## src/rtl/convertidor_bcd_binario_param.sv

```systemverilog
// Parametrised sequential BCD -> two's-complement binary converter.
// Reverse double-dabble: one shift per clock, with a -3 correction on every BCD digit >= 8.
// A capture containing any non-decimal digit skips conversion and reports error_bcd.
module convertidor_bcd_binario_param #(
    parameter int DIGITOS   = 5,
    parameter int ANCHO_BIN = 17
) (
    input  logic                   reloj,
    input  logic                   reset,
    input  logic                   inicio,
    input  logic                   signo,
    input  logic [4*DIGITOS-1:0]   entrada_bcd,
    output logic [ANCHO_BIN:0]     resultado_bin,
    output logic                   terminado,
    output logic                   ocupado,
    output logic                   error_bcd
);

    localparam int ANCHO_BCD = 4 * DIGITOS;
    localparam int ANCHO_CNT = $clog2(ANCHO_BCD + 1);
    localparam logic [ANCHO_CNT-1:0] ULTIMO = ANCHO_CNT'(ANCHO_BCD - 1);

    localparam logic [1:0] REPOSO    = 2'd0;
    localparam logic [1:0] CONVERTIR = 2'd1;
    localparam logic [1:0] FIN       = 2'd2;
    localparam logic [1:0] FIN_ERR   = 2'd3;

    // Largest decimal magnitude must fit in the magnitude width.
    localparam longint unsigned MAX_DEC   = (64'd10 ** DIGITOS) - 64'd1;
    localparam longint unsigned CAPACIDAD = 64'd1 << ANCHO_BIN;

    if (DIGITOS < 1 || DIGITOS > 9 || CAPACIDAD <= MAX_DEC) begin : g_param_invalido
        $error("convertidor_bcd_binario_param: ANCHO_BIN too small for DIGITOS");
    end

    logic [1:0]           estado;
    logic [ANCHO_CNT-1:0] contador;
    logic [ANCHO_BCD-1:0] bcd_reg;
    logic [ANCHO_BCD-1:0] bin_reg;
    logic                 signo_reg;
    logic                 inicio_d;

    logic                 arranque;
    logic                 digito_invalido;
    logic [ANCHO_BCD-1:0] bcd_desp;
    logic [ANCHO_BCD-1:0] bcd_corr;
    logic [ANCHO_BCD-1:0] bin_desp;
    logic [ANCHO_BIN-1:0] magnitud;
    logic [ANCHO_BIN:0]   mag_ext;
    logic [ANCHO_BIN:0]   resultado_sig;

    assign arranque = inicio & ~inicio_d & (estado == REPOSO);

    // Flag any input digit outside 0..9.
    always_comb begin
        digito_invalido = 1'b0;
        for (int i = 0; i < DIGITOS; i++) begin
            if (entrada_bcd[4*i +: 4] > 4'h9) digito_invalido = 1'b1;
        end
    end

    // One reverse double-dabble step: shift right, then correct digits that crossed 8.
    always_comb begin
        {bcd_desp, bin_desp} = {bcd_reg, bin_reg} >> 1;
        bcd_corr = bcd_desp;
        for (int i = 0; i < DIGITOS; i++) begin
            if (bcd_desp[4*i +: 4] >= 4'h8) bcd_corr[4*i +: 4] = bcd_desp[4*i +: 4] - 4'h3;
        end
    end

    // Magnitude zero-extended by one bit, then negated when the operand is negative.
    always_comb begin
        magnitud      = ANCHO_BIN'(bin_reg);
        mag_ext       = {1'b0, magnitud};
        resultado_sig = signo_reg ? -mag_ext : mag_ext;
    end

    // Control FSM and datapath registers.
    always_ff @(posedge reloj or posedge reset) begin
        if (reset) begin
            estado        <= REPOSO;
            contador      <= '0;
            bcd_reg       <= '0;
            bin_reg       <= '0;
            signo_reg     <= 1'b0;
            inicio_d      <= 1'b1;  // inicio held through reset must fall before it can start
            resultado_bin <= '0;
            terminado     <= 1'b0;
            ocupado       <= 1'b0;
            error_bcd     <= 1'b0;
        end else begin
            inicio_d  <= inicio;
            terminado <= 1'b0;
            case (estado)
                REPOSO: begin
                    if (arranque) begin
                        bcd_reg   <= entrada_bcd;
                        bin_reg   <= '0;
                        signo_reg <= signo;
                        contador  <= '0;
                        if (digito_invalido) begin
                            estado <= FIN_ERR;
                        end else begin
                            estado  <= CONVERTIR;
                            ocupado <= 1'b1;
                        end
                    end
                end
                CONVERTIR: begin
                    bcd_reg <= bcd_corr;
                    bin_reg <= bin_desp;
                    if (contador == ULTIMO) begin
                        contador <= '0;
                        estado   <= FIN;
                    end else begin
                        contador <= contador + 1'b1;
                    end
                end
                FIN: begin
                    resultado_bin <= resultado_sig;
                    terminado     <= 1'b1;
                    error_bcd     <= 1'b0;
                    ocupado       <= 1'b0;
                    estado        <= REPOSO;
                end
                default: begin  // FIN_ERR
                    resultado_bin <= '0;
                    terminado     <= 1'b1;
                    error_bcd     <= 1'b1;
                    ocupado       <= 1'b0;
                    estado        <= REPOSO;
                end
            endcase
        end
    end

endmodule
```

## config.mk

```make
export PLATFORM = sky130hd
export DESIGN_NAME = convertidor_bcd_binario_param
export DESIGN_NICKNAME = d
export VERILOG_FILES = /design/src/rtl/convertidor_bcd_binario_param.sv
export SDC_FILE = /design/constraint.sdc
export NUM_CORES = 1
export LEC_CHECK = 0
export CORE_AREA = 2 2 84 106
export CTS_BUF_LIST = sky130_fd_sc_hd__clkbuf_4 sky130_fd_sc_hd__clkbuf_8
export CTS_CLUSTER_SIZE = 40
export DETAILED_ROUTE_END_ITERATION = 8
export DIE_AREA = 0 0 86 108
export PLACE_DENSITY = 0.68
export SLEW_MARGIN = 20
export SYNTH_ARGS = -nofsm -noshare
export SYNTH_HDL_FRONTEND = slang
export SYNTH_SLANG_ARGS = --single-unit
export TNS_END_PERCENT = 100
```

## constraint.sdc

```tcl
create_clock -name reloj -period 2.95 [get_ports reloj]
set_clock_uncertainty 0.2 [all_clocks]
set_input_delay 0.4425 -clock reloj [delete_from_list [all_inputs] [get_ports reloj]]
set_output_delay 0.4425 -clock reloj [all_outputs]
set_load 0.05 [all_outputs]
```

== Yosys cells after proc, flatten, opt, wreduce, memory -nomap -nowiden ==
Cells that the tools add are included.

* Register bits after elaboration: 70
* Output and inout bits: 21
* Word-level logic and storage cells: 72

* $add $sub $neg: 7
* Order comparisons: 10
* Eq/ne operators: 6
* Multiplexer cells: 28
* Bitwise gates (word level): 4
* Reduce and logical (&&, ||, !) cells: 7

{| class="wikitable"
|+ Operators with widths
! cell !! count
|-
| case mux 20 bit (2 select lines) || 2
|-
| two-way mux 20 bit || 2
|-
| case mux 18 bit (2 select lines) || 1
|-
| greater-than comparator 4 bit, second input constant || 5
|-
| two-way mux 4 bit || 5
|-
| two-way mux 18 bit || 1
|-
| negation 17 -> 18 bit || 1
|-
| greater-or-equal comparator 4 bit, second input constant || 4
|-
| subtractor 4 x 2 -> 4 bit, second input constant || 4
|-
| two-way mux 5 bit || 2
|-
| case mux 5 bit (2 select lines) || 1
|-
| two-way mux 1 bit || 8
|-
| two-way mux 2 bit || 3
|-
| != test 2 bit, second input constant || 3
|-
| AND reduction 2 bit || 3
|-
| adder 5 x 1 -> 5 bit, second input constant || 1
|-
| equality test 5 bit, second input constant || 1
|-
| greater-or-equal comparator 3 x 4 -> 1 bit, second input constant || 1
|-
| case mux 1 bit (2 select lines) || 2
|-
| case mux 2 bit (2 select lines) || 1
|-
| subtractor 3 x 2 -> 4 bit, second input constant || 1
|-
| AND reduction 3 bit || 1
|-
| bitwise AND 1 bit || 2
|-
| equality test 2 x 1 -> 1 bit, second input constant || 1
|-
| 5 further kinds || 6
|}

== Depth between registers and ports, before layout ==
* Word-level depth: 9
* Gate-level depth with buffers: 7
* Depth with buffers taken out: 6

== Worst setup path after synthesis ==
No wires, ideal clock.

* Kind: register to register
* Start: reg bin_reg[10]
* End: reg resultado_bin[16]
* Data arrival time: 1.997 ns
* Slack: 0.684 ns
* Stages on the path, launching flop included: 5
* Path buffers: 0
* Period minus slack after synthesis: 2.266 ns
* Path through: dfrtp_1 > or4_4 > or4_4 > or4_1 > nand3_1

* Longest elaborated chain between the ends: 3

{| class="wikitable"
|+ RTL lines
! item !! line !! RTL
|-
| start, declared || 39 || <nowiki>logic [ANCHO_BCD-1:0] bin_reg;</nowiki>
|-
| start signal, assigned || 111 || <nowiki>bin_reg <= bin_desp;</nowiki>
|-
| negation 17 -> 18 bit || 75 || <nowiki>resultado_sig = signo_reg ? -mag_ext : mag_ext;</nowiki>
|-
| two-way mux 18 bit || 75 ||
|-
| case mux 18 bit (2 select lines) || 94 || <nowiki>case (estado)</nowiki>
|-
| end signal, assigned || 120 || <nowiki>resultado_bin <= resultado_sig;</nowiki>
|-
| end, declared || 13 || <nowiki>output logic [ANCHO_BIN:0] resultado_bin,</nowiki>
|}

Every way passes these cells.
A chain may end at the register's enable or synchronous reset.

== Worst setup path in the final report ==
Ends and elaborated chain as after synthesis.

==> results by group <==
STA
  – Final hold vios: 0
  – Fmax achieved: 0.4261 GHz
  – Final Worst Setup Slack: ~0.6 ns
  – Final TNS setup: 0 ns
  – Fin. max-slew vios: 0
  – Relative slew slack: 63.67%
  – Worst Max-Slew Pin Slew: ~0.54 ns
  – Crit path time final: ~2.3 ns
  – RSZ-0062 raised after global routing: false
  – Fin crit share: around 80%
  – Final setup fails: 0

Logic synthesis
  – Syn_area_per_cell: 10.43 µm²
  – Leading post-synthesis cells by cell area: dfrtp_1, a22o_1, xnor2_1
  – Cells after Synth: 331
  – Cell variety after synth: 45
  – Synth top cells by count: dfrtp_1, a22o_1, o21ai_0, nand2_1
  – Count leader, synth: dfrtp_1
  – Synth area leader: dfrtp_1
  – Sequential share of the synthesized area: 50.78%
  – Top-area cell type share of the netlist area: 50.02%
  – Seq cells post-synth: 70
  – Dominant synthesized flop cell: dfrtp_1
  – Number of flops mapped to enable cells by yosys: 0
  – Mapped cell area: 0.003452 mm²
  – Yosys warns: 0
  – Net Count, Synth: 365
  – Asr flop ratio synth: 100.0%

Final layout
  – Nets@finish: just over 400
  – Multi-input combinational cell area: approximately 0.0016 mm²
  – Layout fillers: 757
  – Antenna Cells: 0
  – Layout area overhead: 23.41%
  – Share of layout cells above drive strength 1: 10.34%
  – Sequential cell area: around 0.0018 mm²

Pwr
  – Clock share of power: between 20% and 30%
  – Reg power frac: 37.7%
  – Leak: just under 2 nW
  – Psw: around 1.6 mW
  – Max VDD drop: 0.4613 mV
  – Combinational Power Share: 39.1%
  – Pwr dens: 962.7 mW/mm²
  – Cell Int Power: ~2.5 mW
  – Switching part of the total: 38.99%

Die
  – Core Area: roughly 0.0082 mm²
  – Die span in x: 86 µm
  – Die Y: between 100 and 150 µm
  – Die Area: 0.009288 mm²
  – Effective utilization at floorplan: between 40 and 50%
  – Rows: 37
  – IO Count: 45

Route
  – Post-route ant nets: 0
  – Final WL: 7503 µm
  – DR vias/cell: 5.608
  – Drt first pass iters: 4
  – Wire per inst: 15.83 µm
  – Via count: approximately 2700
  – Post-route DRC violation count: 0
  – Number of DRC markers in iteration 0: 178

Global route
  – Remaining Overflow, GRT: 0
  – Largest net degree at the start of global routing: 71
  – Initial antenna violation count: 0
  – GR Util met1: 22.13%
  – Busiest layer in global routing: met2
  – Vias in the first global route: roughly 2600
  – Overall routing resource usage: between 10% and 20%
  – First-pass GRT wire length: 13030 µm
  – GR Util met3: under 10%
  – Routing usage on met2: 29.73%

Worst setup path
  – Crit path DAT: around 2.4 ns
  – Crit path top cell by count: or4_4
  – Crit Path Class: flop to flop
  – CP max stage delay: 0.59 ns
  – Critical Path RT: 3.03 ns
  – Crit Path Max Fanout: 5
  – Crit path cell chain: or4_4, or4_4, or4_1, nand3_1
  – CP startpoint: bin_reg[10]
  – CP max-delay cell: or4_4
  – Setup crit start kind: flop
  – R2r startpoint: bin_reg[10]
  – CP endpoint kind: flop

Clocking
  – Clock Latency Late Sink: about 0.34 ns
  – Root Driver: clkbuf_8
  – Clock-pin slew of the registers on the worst-case setup and hold paths: 0.08 ns
  – Post-CTS Resized: 0
  – Clock Tree Buf Depth: 2
  – Hold_buf cts: 0
  – H-tree levels: 3
  – Number of setup buffers added after CTS: 0
  – Total CTS buffers: 9
  – CTS tree: done
  – TritonCTS Sinks: 70

Place
  – Routability Congestion: 0.7935
  – DP HPWL: a little over 5000 µm
  – Port Buffers: 44
  – Pre-CTS setup slack: 0.5406 ns

Job
  – MaxCap Viol Count: 0

Run status
  – Status: complete, no violations

Min path
  – Min-Delay Path Class: input port to asynchronous set/reset pin
==> cells by family after synthesis <==
| group | count (synthesis) | synth area share (%) |
|---|---|---|
| buffers and inverters | 42 | 4.603 |
| multiplexers | 7 | 2.102 |
| AND/OR/NAND/NOR | 68 | 10.08 |
| AO/OA/AOI/OAI | 113 | 23.49 |
| XOR/XNOR | 21 | 5.328 |
| adder cells (fa/ha/maj) | 10 | 3.625 |
| flip-flops | 70 | 50.78 |
==> metrics by stage <==
step | power, mW | utilization [%] | instances | cell area, µm² | hold slack [ns]
floorplan | 2.703 | - | 331 | 3452 | 0.2470
global placement | 3.127 | 48.98 | 458 | 4014 | 0.2665
detailed placement | 3.172 | 48.98 | 458 | 4014 | 0.2798
CTS | 4.140 | 51.99 | 474 | 4260 | 0.2995
global route | 4.408 | 51.99 | 474 | 4260 | 0.3205
finish | 4.101 | 51.99 | 474 | 4260 | 0.2862
==> final timing paths <==
check                           slack, ns  cells past startpoint                end
worst max-delay path                 0.60                      4  resultado_bin[16]
worst min-delay path                 0.29                      3          terminado
worst max register to register       0.60                      4  resultado_bin[16]
worst min register to register       0.30                      2        bcd_reg[18]
max in group asynchronous            1.93                      3  resultado_bin[11]
min in group reloj                   0.30                      2        bcd_reg[18]
==> cells in the final DEF (no fill, tap or decap), types with 2 or more instances in the layout <==
cell             netlist  layout
nor3_1                 4       4
or2_2                  3       3
clkinv_2               0       2
bufinv_16              0       3
o21ai_0               28      28
a22o_1                33      33
nor2_1                11      11
inv_1                 20      19
or4_4                  2       2
a21oi_1                9       9
a221oi_1               4       4
nand2_1               24      24
buf_4                  0       7
o22ai_1                9       9
dfrtp_1               69      69
nor2b_1                4       4
o32ai_1                4       4
nand2b_1               7       7
o31ai_1                6       6
xor2_1                 4       4
mux2_2                 2       2
nand3_1                3       3
o21a_1                 4       4
or4_1                  3       3
clkbuf_8               0      10
xnor2_1               17      17
a22o_2                 2       2
clkdlybuf4s50_1        0      44
o2bb2ai_1              2       2
ha_1                  10      10
mux2i_1                5       5
o41ai_1                4       4
nand4_1                2       2
==> power by group through the flow <==
stage | logic, mW | clock network [mW] | registers, mW
2_1_floorplan | 1.11 | 0 | 1.60
3_3_place_gp | 1.58 | 0 | 1.55
3_5_place_dp | 1.61 | 0 | 1.56
4_1_cts | 1.62 | 0.973 | 1.55
5_1_grt | 1.80 | 1.01 | 1.59
6_report | 1.60 | 0.953 | 1.55
==> per-layer routing <==
metal	wire length, µm	up-vias
met2	3798	66
met1	3268	1297
met4	123	0
met5	0	-
met3	312	10
li1	-	1285
==> final cells by class <==
| type | count | share of cell area, % |
|---|---|---|
| Inverter | 20 | 1.762 |
| Clock inverter | 6 | 2.555 |
| Sequential cell | 70 | 41.15 |
| Timing Repair Buffer | 52 | 12.04 |
| Clock buffer | 10 | 3.231 |
| Multi-Input combinational cell | 219 | 36.42 |
| Tap cell | 97 | 2.849 |
==> critical path: cells and delay by family, from the launching register on <==
family           cells  cell delay, ns
and+or+nand+nor      4            1.66
DFF                  1            0.43
Power figures use the tool's default switching activity.
